$ cat src/rtl/src_control_sequencer.sv
`default_nettype none
// ============================================================================
// Module      : src_control_sequencer
// Description : Hardwired fetch/decode/execute control unit for the Mini SRC
//               datapath. Strobes are Moore-decoded from state and IR.
// Revision    : 1.0 - initial release
// ============================================================================
module src_control_sequencer #(
    parameter int DATA_W  = 32,
    parameter int OPC_W   = 5,
    parameter int STATE_W = 4
) (
    input  logic               Clock,
    input  logic               clear,
    input  logic [DATA_W-1:0]  IR,
    input  logic               Stop,
    output logic               PCout,
    output logic               Zlowout,
    output logic               Zhighout,
    output logic               MDRout,
    output logic               HIout,
    output logic               LOout,
    output logic               Cout,
    output logic               MARin,
    output logic               Zin,
    output logic               PCin,
    output logic               MDRin,
    output logic               IRin,
    output logic               Yin,
    output logic               LOin,
    output logic               HIin,
    output logic               IncPC,
    output logic               Read,
    output logic               Gra,
    output logic               Grb,
    output logic               Grc,
    output logic               Rin,
    output logic               Rout,
    output logic [OPC_W-1:0]   alu_op,
    output logic               Run,
    output logic               illegal_op,
    output logic [STATE_W-1:0] state_dbg
);

    typedef enum logic [STATE_W-1:0] {
        T0_RST, T0, T1, T2, T3, T4, T5, T6, HALT
    } state_t;

    localparam logic [OPC_W-1:0] c_ADD  = 5'b00011;
    localparam logic [OPC_W-1:0] c_OR   = 5'b01011;
    localparam logic [OPC_W-1:0] c_ADDI = 5'b01100;
    localparam logic [OPC_W-1:0] c_ORI  = 5'b01110;
    localparam logic [OPC_W-1:0] c_MUL  = 5'b01111;
    localparam logic [OPC_W-1:0] c_DIV  = 5'b10000;
    localparam logic [OPC_W-1:0] c_NEG  = 5'b10001;
    localparam logic [OPC_W-1:0] c_NOT  = 5'b10010;
    localparam logic [OPC_W-1:0] c_MFHI = 5'b11000;
    localparam logic [OPC_W-1:0] c_MFLO = 5'b11001;
    localparam logic [OPC_W-1:0] c_NOP  = 5'b11010;
    localparam logic [OPC_W-1:0] c_HALT = 5'b11011;

    state_t           r_state;
    state_t           w_next;
    state_t           w_end;
    logic [OPC_W-1:0] w_opc;
    logic             w_ralu, w_imm, w_muldiv, w_negnot, w_mfhi, w_mflo, w_nop, w_halt;
    logic             w_unused_ir;

    assign w_opc       = IR[DATA_W-1 -: OPC_W];
    assign w_unused_ir = ^IR[DATA_W-OPC_W-1:0];

    assign w_ralu   = (w_opc >= c_ADD)  && (w_opc <= c_OR);
    assign w_imm    = (w_opc >= c_ADDI) && (w_opc <= c_ORI);
    assign w_muldiv = (w_opc == c_MUL)  || (w_opc == c_DIV);
    assign w_negnot = (w_opc == c_NEG)  || (w_opc == c_NOT);
    assign w_mfhi   = (w_opc == c_MFHI);
    assign w_mflo   = (w_opc == c_MFLO);
    assign w_nop    = (w_opc == c_NOP);
    assign w_halt   = (w_opc == c_HALT);

    // Stop is honoured only at the instruction boundary, never mid-execute.
    assign w_end = Stop ? HALT : T0;

    always_comb begin
        w_next = r_state;
        case (r_state)
            T0_RST: w_next = T0;
            T0:     w_next = T1;
            T1:     w_next = T2;
            T2:     w_next = T3;
            T3: begin
                if (w_halt)
                    w_next = HALT;
                else if (w_ralu || w_imm || w_muldiv || w_negnot)
                    w_next = T4;
                else
                    w_next = w_end;
            end
            T4:     w_next = w_negnot ? w_end : T5;
            T5:     w_next = w_muldiv ? T6 : w_end;
            T6:     w_next = w_end;
            HALT:   w_next = HALT;
            default: w_next = T0_RST;
        endcase
    end

    always_ff @(posedge Clock or negedge clear) begin
        if (!clear)
            r_state <= T0_RST;
        else
            r_state <= w_next;
    end

    assign state_dbg = r_state;

    always_comb begin
        {PCout, Zlowout, Zhighout, MDRout, HIout, LOout, Cout} = '0;
        {MARin, Zin, PCin, MDRin, IRin, Yin, LOin, HIin}       = '0;
        {IncPC, Read, Gra, Grb, Grc, Rin, Rout}                = '0;
        alu_op     = '0;
        illegal_op = 1'b0;
        Run        = (r_state != T0_RST) && (r_state != HALT);
        case (r_state)
            T0: begin
                PCout = 1'b1; MARin = 1'b1; IncPC = 1'b1; Zin = 1'b1;
                alu_op = c_ADD;
            end
            T1: begin
                Zlowout = 1'b1; PCin = 1'b1; Read = 1'b1; MDRin = 1'b1;
            end
            T2: begin
                MDRout = 1'b1; IRin = 1'b1;
            end
            T3: begin
                if (w_ralu || w_imm) begin
                    Grb = 1'b1; Rout = 1'b1; Yin = 1'b1;
                end else if (w_muldiv) begin
                    Gra = 1'b1; Rout = 1'b1; Yin = 1'b1;
                end else if (w_negnot) begin
                    Grb = 1'b1; Rout = 1'b1; Zin = 1'b1; alu_op = w_opc;
                end else if (w_mfhi) begin
                    HIout = 1'b1; Gra = 1'b1; Rin = 1'b1;
                end else if (w_mflo) begin
                    LOout = 1'b1; Gra = 1'b1; Rin = 1'b1;
                end else if (!(w_nop || w_halt)) begin
                    illegal_op = 1'b1;
                end
            end
            T4: begin
                if (w_ralu) begin
                    Grc = 1'b1; Rout = 1'b1; Zin = 1'b1; alu_op = w_opc;
                end else if (w_imm) begin
                    Cout = 1'b1; Zin = 1'b1; alu_op = w_opc;
                end else if (w_muldiv) begin
                    Grb = 1'b1; Rout = 1'b1; Zin = 1'b1; alu_op = w_opc;
                end else if (w_negnot) begin
                    Zlowout = 1'b1; Gra = 1'b1; Rin = 1'b1;
                end
            end
            T5: begin
                if (w_muldiv) begin
                    Zlowout = 1'b1; LOin = 1'b1;
                end else if (w_ralu || w_imm) begin
                    Zlowout = 1'b1; Gra = 1'b1; Rin = 1'b1;
                end
            end
            T6: begin
                Zhighout = 1'b1; HIin = 1'b1;
            end
            default: ;
        endcase
    end

endmodule
`default_nettype wire

$ cat config.mk
export PLATFORM = sky130hd
export DESIGN_NAME = src_control_sequencer
export DESIGN_NICKNAME = d
export VERILOG_FILES = /design/src/rtl/src_control_sequencer.sv
export SDC_FILE = /design/constraint.sdc
export NUM_CORES = 1
export LEC_CHECK = 0
export CAP_MARGIN = 25
export CORE_UTILIZATION = 29
export DETAILED_ROUTE_END_ITERATION = 8
export GPL_ROUTABILITY_DRIVEN = 0
export PLACE_DENSITY_LB_ADDON = 0.1
export SYNTH_ARGS = -nofsm -noshare
export SYNTH_HDL_FRONTEND = slang
export SYNTH_SLANG_ARGS = --single-unit
$ cat constraint.sdc
create_clock -name Clock -period 2.06 [get_ports Clock]
set_input_delay 0.515 -clock Clock [delete_from_list [all_inputs] [get_ports Clock]]
set_output_delay 0.515 -clock Clock [all_outputs]
set_load 0.05 [all_outputs]
* After elaboration in Yosys (flattened, before gate mapping)
Index checks and enable logic that the tools add are counted.
** Operators by class
- Magnitude comparators :: 4
- Equal/unequal tests :: 17
- Multiplexer cells :: 72
- Reduce and logical (&&, ||, !) cells :: 11
** Operators with widths (count)
- $mux 1 :: 53
- $pmux 4 s9 :: 1
- $eq 5x5->1 const B :: 7
- $mux 5 :: 6
- $mux 4 :: 5
- $eq 4x3->1 const B :: 4
- $pmux 5 s3 :: 1
- $pmux 1 s3 :: 4
- $le 5x4->1 const B :: 2
- $eq 4x2->1 const B :: 2
- $logic_or 1x1->1 :: 6
- $eq 5x4->1 const B :: 1
- $ge 5x2->1 const B :: 1
- $ge 5x4->1 const B :: 1
- $eq 4x1->1 const B :: 1
- $eq 4x4->1 const B :: 1
- $logic_not 4->1 :: 1
- $ne 4x4->1 const B :: 1
- $pmux 1 s2 :: 2
- $reduce_bool 4->1 :: 1
- $logic_and 1x1->1 :: 3
** Word-level totals
- Register bits after elaboration :: 4
- Input port bits :: 35
- Output and inout port bits :: 33
- Logic and storage cells :: 105

* Depth between registers and ports, before layout
Gate-level depths: netlist of the first run.
- Depth after elaboration :: 9
- Gate-level depth with buffers :: 5
- Depth with buffers taken out :: 4

* Worst setup path before layout of the first run
Ideal clock, no wire load.
- Kind :: reg-to-output
- Start :: register r_state[0] (netlist: state_dbg[0])
- End :: output Grc
- Arrival time :: 3836 ps
- Data required time :: 1545 ps
- Setup slack :: -2291 ps
- Stages on the path, launching flop included :: 5
- Buffers on the path :: 1
- Cell sequence :: dfrtp_1 clkbuf_1 nand2b_1 or2_2 a2111oi_0
** Between the ends
- Cells in the longest elaborated chain, start to end :: 2
** Ends and longest elaborated chain
- start, declared :: RTL line 62 : state_t r_state;
- start signal, assigned :: RTL line 111 : r_state <= w_next;
- $eq 4x3->1 :: RTL line 123 : case (r_state)
- $mux 1 :: RTL line 123
- end, declared :: RTL line 36 : output logic Grc,
No other way between the ends.

* Worst setup path after layout of the first run
- Start :: input IR[28]
- End :: output alu_op[1]
** Between the ends
- Cells in the longest elaborated chain, start to end :: 6
- Elaborated cells on any way between the ends :: 20
- Those cells by class :: order compare (4); eq/ne (4); mux (7); reduce/logical (5)
** Ends and longest elaborated chain
- start, declared :: RTL line 15 : input logic [DATA_W-1:0] IR,
- branches (longest 5 deep; another with $ge 5x4->1)
- $pmux 5 s3 (*) :: RTL line 123
- end, declared :: RTL line 39 : output logic [OPC_W-1:0] alu_op,
Mark *: on every way between the ends.

==> flow_metrics.tcl, run 1 <==
set metrics [dict create \
    ys_warn_count 0 \
    tns_ns -5.543 \
    start_util 0.3151 \
    antenna_cells 0 \
    syn_inst 116 \
    rsz0062_at_grt "yes" \
    synth_nets 151 \
    drc 0 \
    io_pins 68 \
    ant_nets 0 \
    numCtsBuffers 3 \
    worstMarginPinSlew_ns 0.4052 \
    drive_gt1_frac 0.7586 \
    setup_viol 27 \
    synth_edf_count 0 \
    seq_area_um2 105.1 \
    core-area_um2 2545 \
    ys.flop_type "dfrtp_1" \
    routed_wl_um 6022 \
    clkTransAtPathRegs_ns 0.06 \
    dp_slack_ns -0.7653 \
    finalHoldViolations 0 \
    antenna_found_initial 0 \
    post-route-min-period_ns 2.520 \
    powerDensity_nw_per_um2 1281 \
    worstSetupPathType "in -> out" \
    p_clk_frac 0.041 \
    synth_top_area_frac 0.1248 \
    fillers 91 \
    hp-class "in -> async" \
    drt_pass1_iterations 4 \
    finClkSkew_ns 0.01335 \
    synth.distinct_cells 47 \
    timing.rr.start "state_dbg[0]" \
    power_w 0.002988 \
    fin_ws_ns -0.4602 \
    worst_ir_drop_vdd_mv 1.787 \
    vias 1491 \
    dpl_cell_area_um2 1947 \
    num_rows 18 \
    worstPathRequired_ns 1.54 \
    clockBufferDepth 2 \
    period_share 1.223 \
    switching_power_w 0.001609 \
    multi_input_area_um2 935.9 \
    maxCapViolCount 0 \
    internal-power_w 0.001379 \
    post-dp-hpwl_um 2669 \
    slew_headroom 0.7284 \
    dieArea_um2 2980 \
    grt_max_degree 14 \
    grt_pass1_wl_um 6720 \
    worstPathArrival_ns 2.01 \
    cts_htree_levels 1 \
    largest_reg_flops 4 \
    cp-endpoint "alu_op[1]" \
    cts_root_buf "clkbuf_4" \
    r2r_slack_ns 0.14 \
    clkLatencyLatePin_ns 0.27 \
    netlist_area_um2 802.0 \
    fin_nets 240 \
    grt_pass1_vias 1287 \
    yosys.area.top_type "dfrtp_1" \
    clock-sinks 4 \
    max_freq_mhz 396.8 \
    holdBufCountCts 0 \
    r2r_cells 7 \
    swShare 0.5384 \
    crit_start "IR[28]" \
    critPathLaunchType "primary input" \
    wl_per_cell_um 25.85 \
    final_cell_area_um2 2332 \
    dieHeight_um 54.59 \
    ys_top_cells_by_area "dfrtp_1, nor3_1, buf_4" \
    viasPerCell 6.399 \
    critPathMaxFanout 5 \
    end_kind "output pin" \
    synth-async-reset-ratio 1.000 \
    utilization 0.9164 \
    rr_endpoint "state_dbg[1]" \
    track_usage 0.3289 \
    ys_ff_latch 4 \
    first_iter_violations 76 \
    drv_slew 0 \
    avgSynthCellArea_um2 6.914 \
    yosysSeqAreaShare 0.1248 \
    seq_power_share 0.058 \
    comb_power_share 0.901 \
    p_leak_nw 0.9477 \
    area_delta_synth_final_pct 190.8 \
    cts_tree "yes" \
    gr-total-overflow 0 \
    status "finished, violations left" \
    die_x_um 54.59 \
    violations "setup timing" \
    portBuffers 40 \
]
## logic make-up (layout without fill, tap and decap cells)
| logic type | after synthesis | after routing | share of synthesized area |
|---|---|---|---|
| AO/OA/AOI/OAI | 31 | 31 | 0.2980 |
| XOR/XNOR | 1 | 1 | 0.01092 |
| buffers and inverters | 21 | 108 | 0.1326 |
| flip-flops | 4 | 4 | 0.1248 |
| AND/OR/NAND/NOR | 59 | 59 | 0.4337 |
## per-layer routing
layer  vias up  track usage  wire [µm]
met2       136       0.5663       2978
met4         0       0.1368        393
met3        35      0.04444        543
li1        595            -          -
met5         -            0          0
met1       725       0.4033       2107
## metrics by stage
| step | instances | hold WS, ns |
|---|---|---|
| floorplan | 116 | 0.2194 |
| global placement | 210 | 0.6736 |
| detailed placement | 210 | 0.6674 |
| CTS | 228 | 0.4909 |
| global route | 233 | 0.4709 |
| finish | 233 | 0.4684 |
## worst max-delay path, cell delays in order
cell and delay [ns]:
buf_6 0.11, buf_6 0.13, buf_12 0.12, xnor2_2 0.29, nor2_4 0.14, a221oi_4 0.33
buf_6 0.17, nor2_4 0.04, buf_12 0.15
## layout make-up
cell class                 count  share of cell area
sequential                     4             0.04506
inverter                       5            0.009120
timing repair buffer         100              0.5188
tap                           30             0.01609
clock buffer                   3            0.009657
multi-input combinational     91              0.4013
## synthesized netlist by cell type (3+ instances only)
cell	count
dfrtp_1	4
buf_4	6
nor2_1	10
inv_1	5
nand3b_1	4
nor3_1	9
a21oi_1	3
nand2_1	9
and2_1	3
nand2b_1	6
o21ai_0	5
a31oi_1	3
buf_2	4
clkbuf_1	6
## how the worst min path moves through the flow
stage	end	cells after the start	slack [ns]	from
final	state_dbg[0]	1	0.47	clear
after global routing	state_dbg[0]	1	0.47	clear
after CTS	state_dbg[0]	1	0.49	clear
after detailed placement	state_dbg[0]	2	0.67	state_dbg[0]
after global placement	state_dbg[0]	2	0.67	state_dbg[0]
after floorplan	state_dbg[0]	0	0.22	clear
## power by group through the flow
stage          logic (W)  clock network [W]  registers [W]
2_1_floorplan    0.00124                  0       0.000264
3_3_place_gp     0.00218                  0       0.000176
3_5_place_dp     0.00221                  0       0.000178
4_1_cts          0.00242           0.000103       0.000166
5_1_grt          0.00274           0.000126       0.000175
6_report         0.00269           0.000122       0.000174
## cells in the final DEF, fill, tap and decap left out, drive strengths merged, types with 2 or more instances in the layout
cell           Yosys  final
clkbuf             6      3
a21o               2      2
or3b               2      2
nand2              9      9
o2111ai            2      2
nand3              2      2
nand2b             6      6
a31oi              3      3
buf               10     98
o31ai              2      2
nor2b              2      2
and2               3      3
clkdlybuf4s50      0      2
nor3              10     10
nor2              11     11
dfrtp              4      4
inv                5      5
a21oi              3      3
o22ai              2      2
nand3b             4      4
nor4b              2      2
o21ai              5      5
## what timing repair did
item,CTS,global route
hold endpoints to repair,0,0
gates resized for setup,48,17
pin swaps,21,16
buffers inserted,18,6
setup endpoints to repair,27,25
Power figures use the tool's default switching activity.
==> run 2: changes to the inputs <==
--- a/config.mk
+++ b/config.mk
@@ -9,7 +9,9 @@
 export CORE_UTILIZATION = 29
 export DETAILED_ROUTE_END_ITERATION = 8
 export GPL_ROUTABILITY_DRIVEN = 0
+export MAX_ROUTING_LAYER = met4
 export PLACE_DENSITY_LB_ADDON = 0.1
+export REMOVE_ABC_BUFFERS = 1
 export SYNTH_ARGS = -nofsm -noshare
 export SYNTH_HDL_FRONTEND = slang
 export SYNTH_SLANG_ARGS = --single-unit
==> constraint.sdc (replaced) <==
create_clock -name Clock -period 2.06 [get_ports Clock]
set_input_delay 0.515 -clock Clock [delete_from_list [all_inputs] [get_ports Clock]]
set_output_delay 0.515 -clock Clock [all_outputs]
set_load 0.005 [all_outputs]
==> flow_metrics.tcl, run 2 (synthesized netlist as in run 1, its figures left out) <==
set metrics [dict create \
    cpPeakStageDelay_ns 0.57 \
    met1_usage 0.3873 \
    viasPerCell 5.718 \
    cp_num_cells 8 \
    p_clk_frac 0.057 \
    timing.rr.start "state_dbg[3]" \
    dp_slack_ns -1.022 \
    core-area_um2 2545 \
    grt-busiest-layer "met2" \
    cts_htree_levels 1 \
    finalHoldViolations 0 \
    r2r_slack_ns 0.25 \
    swShare 0.4246 \
    crit_start "IR[27]" \
    critPathTopFamily "simple AND/OR/NAND/NOR gates" \
    hp-class "in -> async" \
    routed_wl_um 4695 \
    worstPathArrival_ns 1.94 \
    antenna_cells 0 \
    clkTransAtPathRegs_ns 0.04 \
    final_common_cell "buf_4" \
    drc 0 \
    wl_per_cell_um 18.63 \
    fillers 145 \
    die_x_um 54.59 \
    drt_pass1_iterations 5 \
    drive_gt1_frac 0.6532 \
    grt_max_degree 14 \
    rsz0062_at_grt "yes" \
    first_iter_violations 65 \
    r2r_cells 11 \
    status "finished, violations left" \
    gr-usage-met2 0.4799 \
    io_pins 68 \
    post-dp-hpwl_um 2281 \
    worst_ir_drop_vdd_mv 1.061 \
    grtUsageMet3 0.06944 \
    cts_tree "yes" \
    maxCapViolCount 0 \
    worstMarginPinSlew_ns 0.3004 \
    slew_headroom 0.7982 \
    dieArea_um2 2980 \
    clock-sinks 4 \
    grt_pass1_vias 1295 \
    switching_power_w 0.0007496 \
    start_util 0.3151 \
    drv_slew 0 \
    track_usage 0.3052 \
    worstSetupPathType "in -> out" \
    cts_root_buf "clkbuf_4" \
    cp-endpoint "Rout" \
    cp.buffers_inverters 4 \
    largest_reg_flops 4 \
    holdBufCountCts 0 \
    critPathMaxFanout 3 \
    worstPathRequired_ns 1.54 \
    ant_nets 0 \
    portBuffers 40 \
    finClkSkew_ns 0.005928 \
    numCtsBuffers 3 \
    seq_power_share 0.082 \
    period_share 1.190 \
    critPathLaunchType "primary input" \
    setup_viol 14 \
    grt_pass1_wl_um 6341 \
    final_cell_mix "buf_4, buf_6, buf_2, nand2_1, nor2_1" \
    cp_cell_sequence "buf_8 -> or4b_4 -> buf_6 -> buf_4 -> a21oi_1 -> o21ai_1 -> nand2_1 -> buf_2" \
    violations "setup timing" \
    p_leak_nw 0.9577 \
    comb_power_share 0.861 \
    internal-power_w 0.001016 \
    dieHeight_um 54.59 \
    hold_ws_ns 0.4877 \
    post-route-min-period_ns 2.452 \
    max_freq_mhz 407.9 \
    fin_nets 259 \
    utilization 0.7994 \
    rr_endpoint "state_dbg[2]" \
    fin_ws_ns -0.3915 \
    clkLatencyLatePin_ns 0.24 \
    num_rows 18 \
    tns_ns -3.595 \
    end_kind "output pin" \
    antenna_found_initial 0 \
    gr-total-overflow 0 \
    area_delta_synth_final_pct 153.7 \
    clockBufferDepth 2 \
    vias 1441 \
    powerDensity_nw_per_um2 867.7 \
    cpMaxStageDelayCell "or4b_4" \
]
run 2: changes by cell type in the layout (fill, tap and decap cells not counted), moves of 5 or more:
cell	delta
buf_4	+10
nor2_1	+5
buf_6	+5
buf_12	-28
buf_2	+16
run 2: power groups by stage:
stage                     Combinational (W)  Clock (W)  Sequential (W)
final                               0.00152  0.0000998        0.000145
after global placement              0.00106          0        0.000140
after detailed placement            0.00106          0        0.000140
after CTS                           0.00132   0.000102        0.000144
after global routing                0.00160   0.000115        0.000148
after floorplan                    0.000310          0        0.000188
run 2: cell type report:
cell class                 instances  area [µm²]  share of cell area
sequential                         4       100.1             0.04920
clock buffer                       3       22.52             0.01107
timing repair buffer             119        1006              0.4945
tap                               30       37.54             0.01845
inverter                           5       18.77            0.009225
multi-input combinational         91       849.6              0.4176
run 2: worst reg2reg max path: cells and delay by family, from the launching register on:
family	cells	cell delay, ns
compound gates	2	0.11
buf+inv	7	0.90
flops	1	0.38
simple gates	2	0.32
run 2: through the flow:
stage	std cells	area, µm²	power (W)
after floorplan	100	714.4	0.0004976
after global placement	216	1498	0.001196
after detailed placement	216	1498	0.001197
after CTS	244	1856	0.001563
after global routing	252	2034	0.001859
final	252	2034	0.001765
run 2: metal layers:
metal | vias to the layer above | share of wire
met2 | 81 | 0.46
met1 | 708 | 0.44
li1 | 639 | -
met5 | - | 0
met4 | 0 | 0.026
met3 | 13 | 0.073
run 2: worst min-delay path by stage:
stage | end | slack, ns | depth (start not counted)
6_report | state_dbg[0] | 0.49 | 1
5_1_grt | state_dbg[0] | 0.49 | 1
4_1_cts | state_dbg[0] | 0.48 | 1
3_5_place_dp | state_dbg[0] | 0.64 | 2
3_3_place_gp | state_dbg[0] | 0.65 | 2
2_1_floorplan | state_dbg[0] | 0.22 | 0
run 2: repair_timing:
item	in CTS	in global routing
gates resized for setup	164	35
endpoints found under the hold margin	0	0
setup buffers	29	13
pin swaps	21	21
endpoints found under the setup margin	32	25
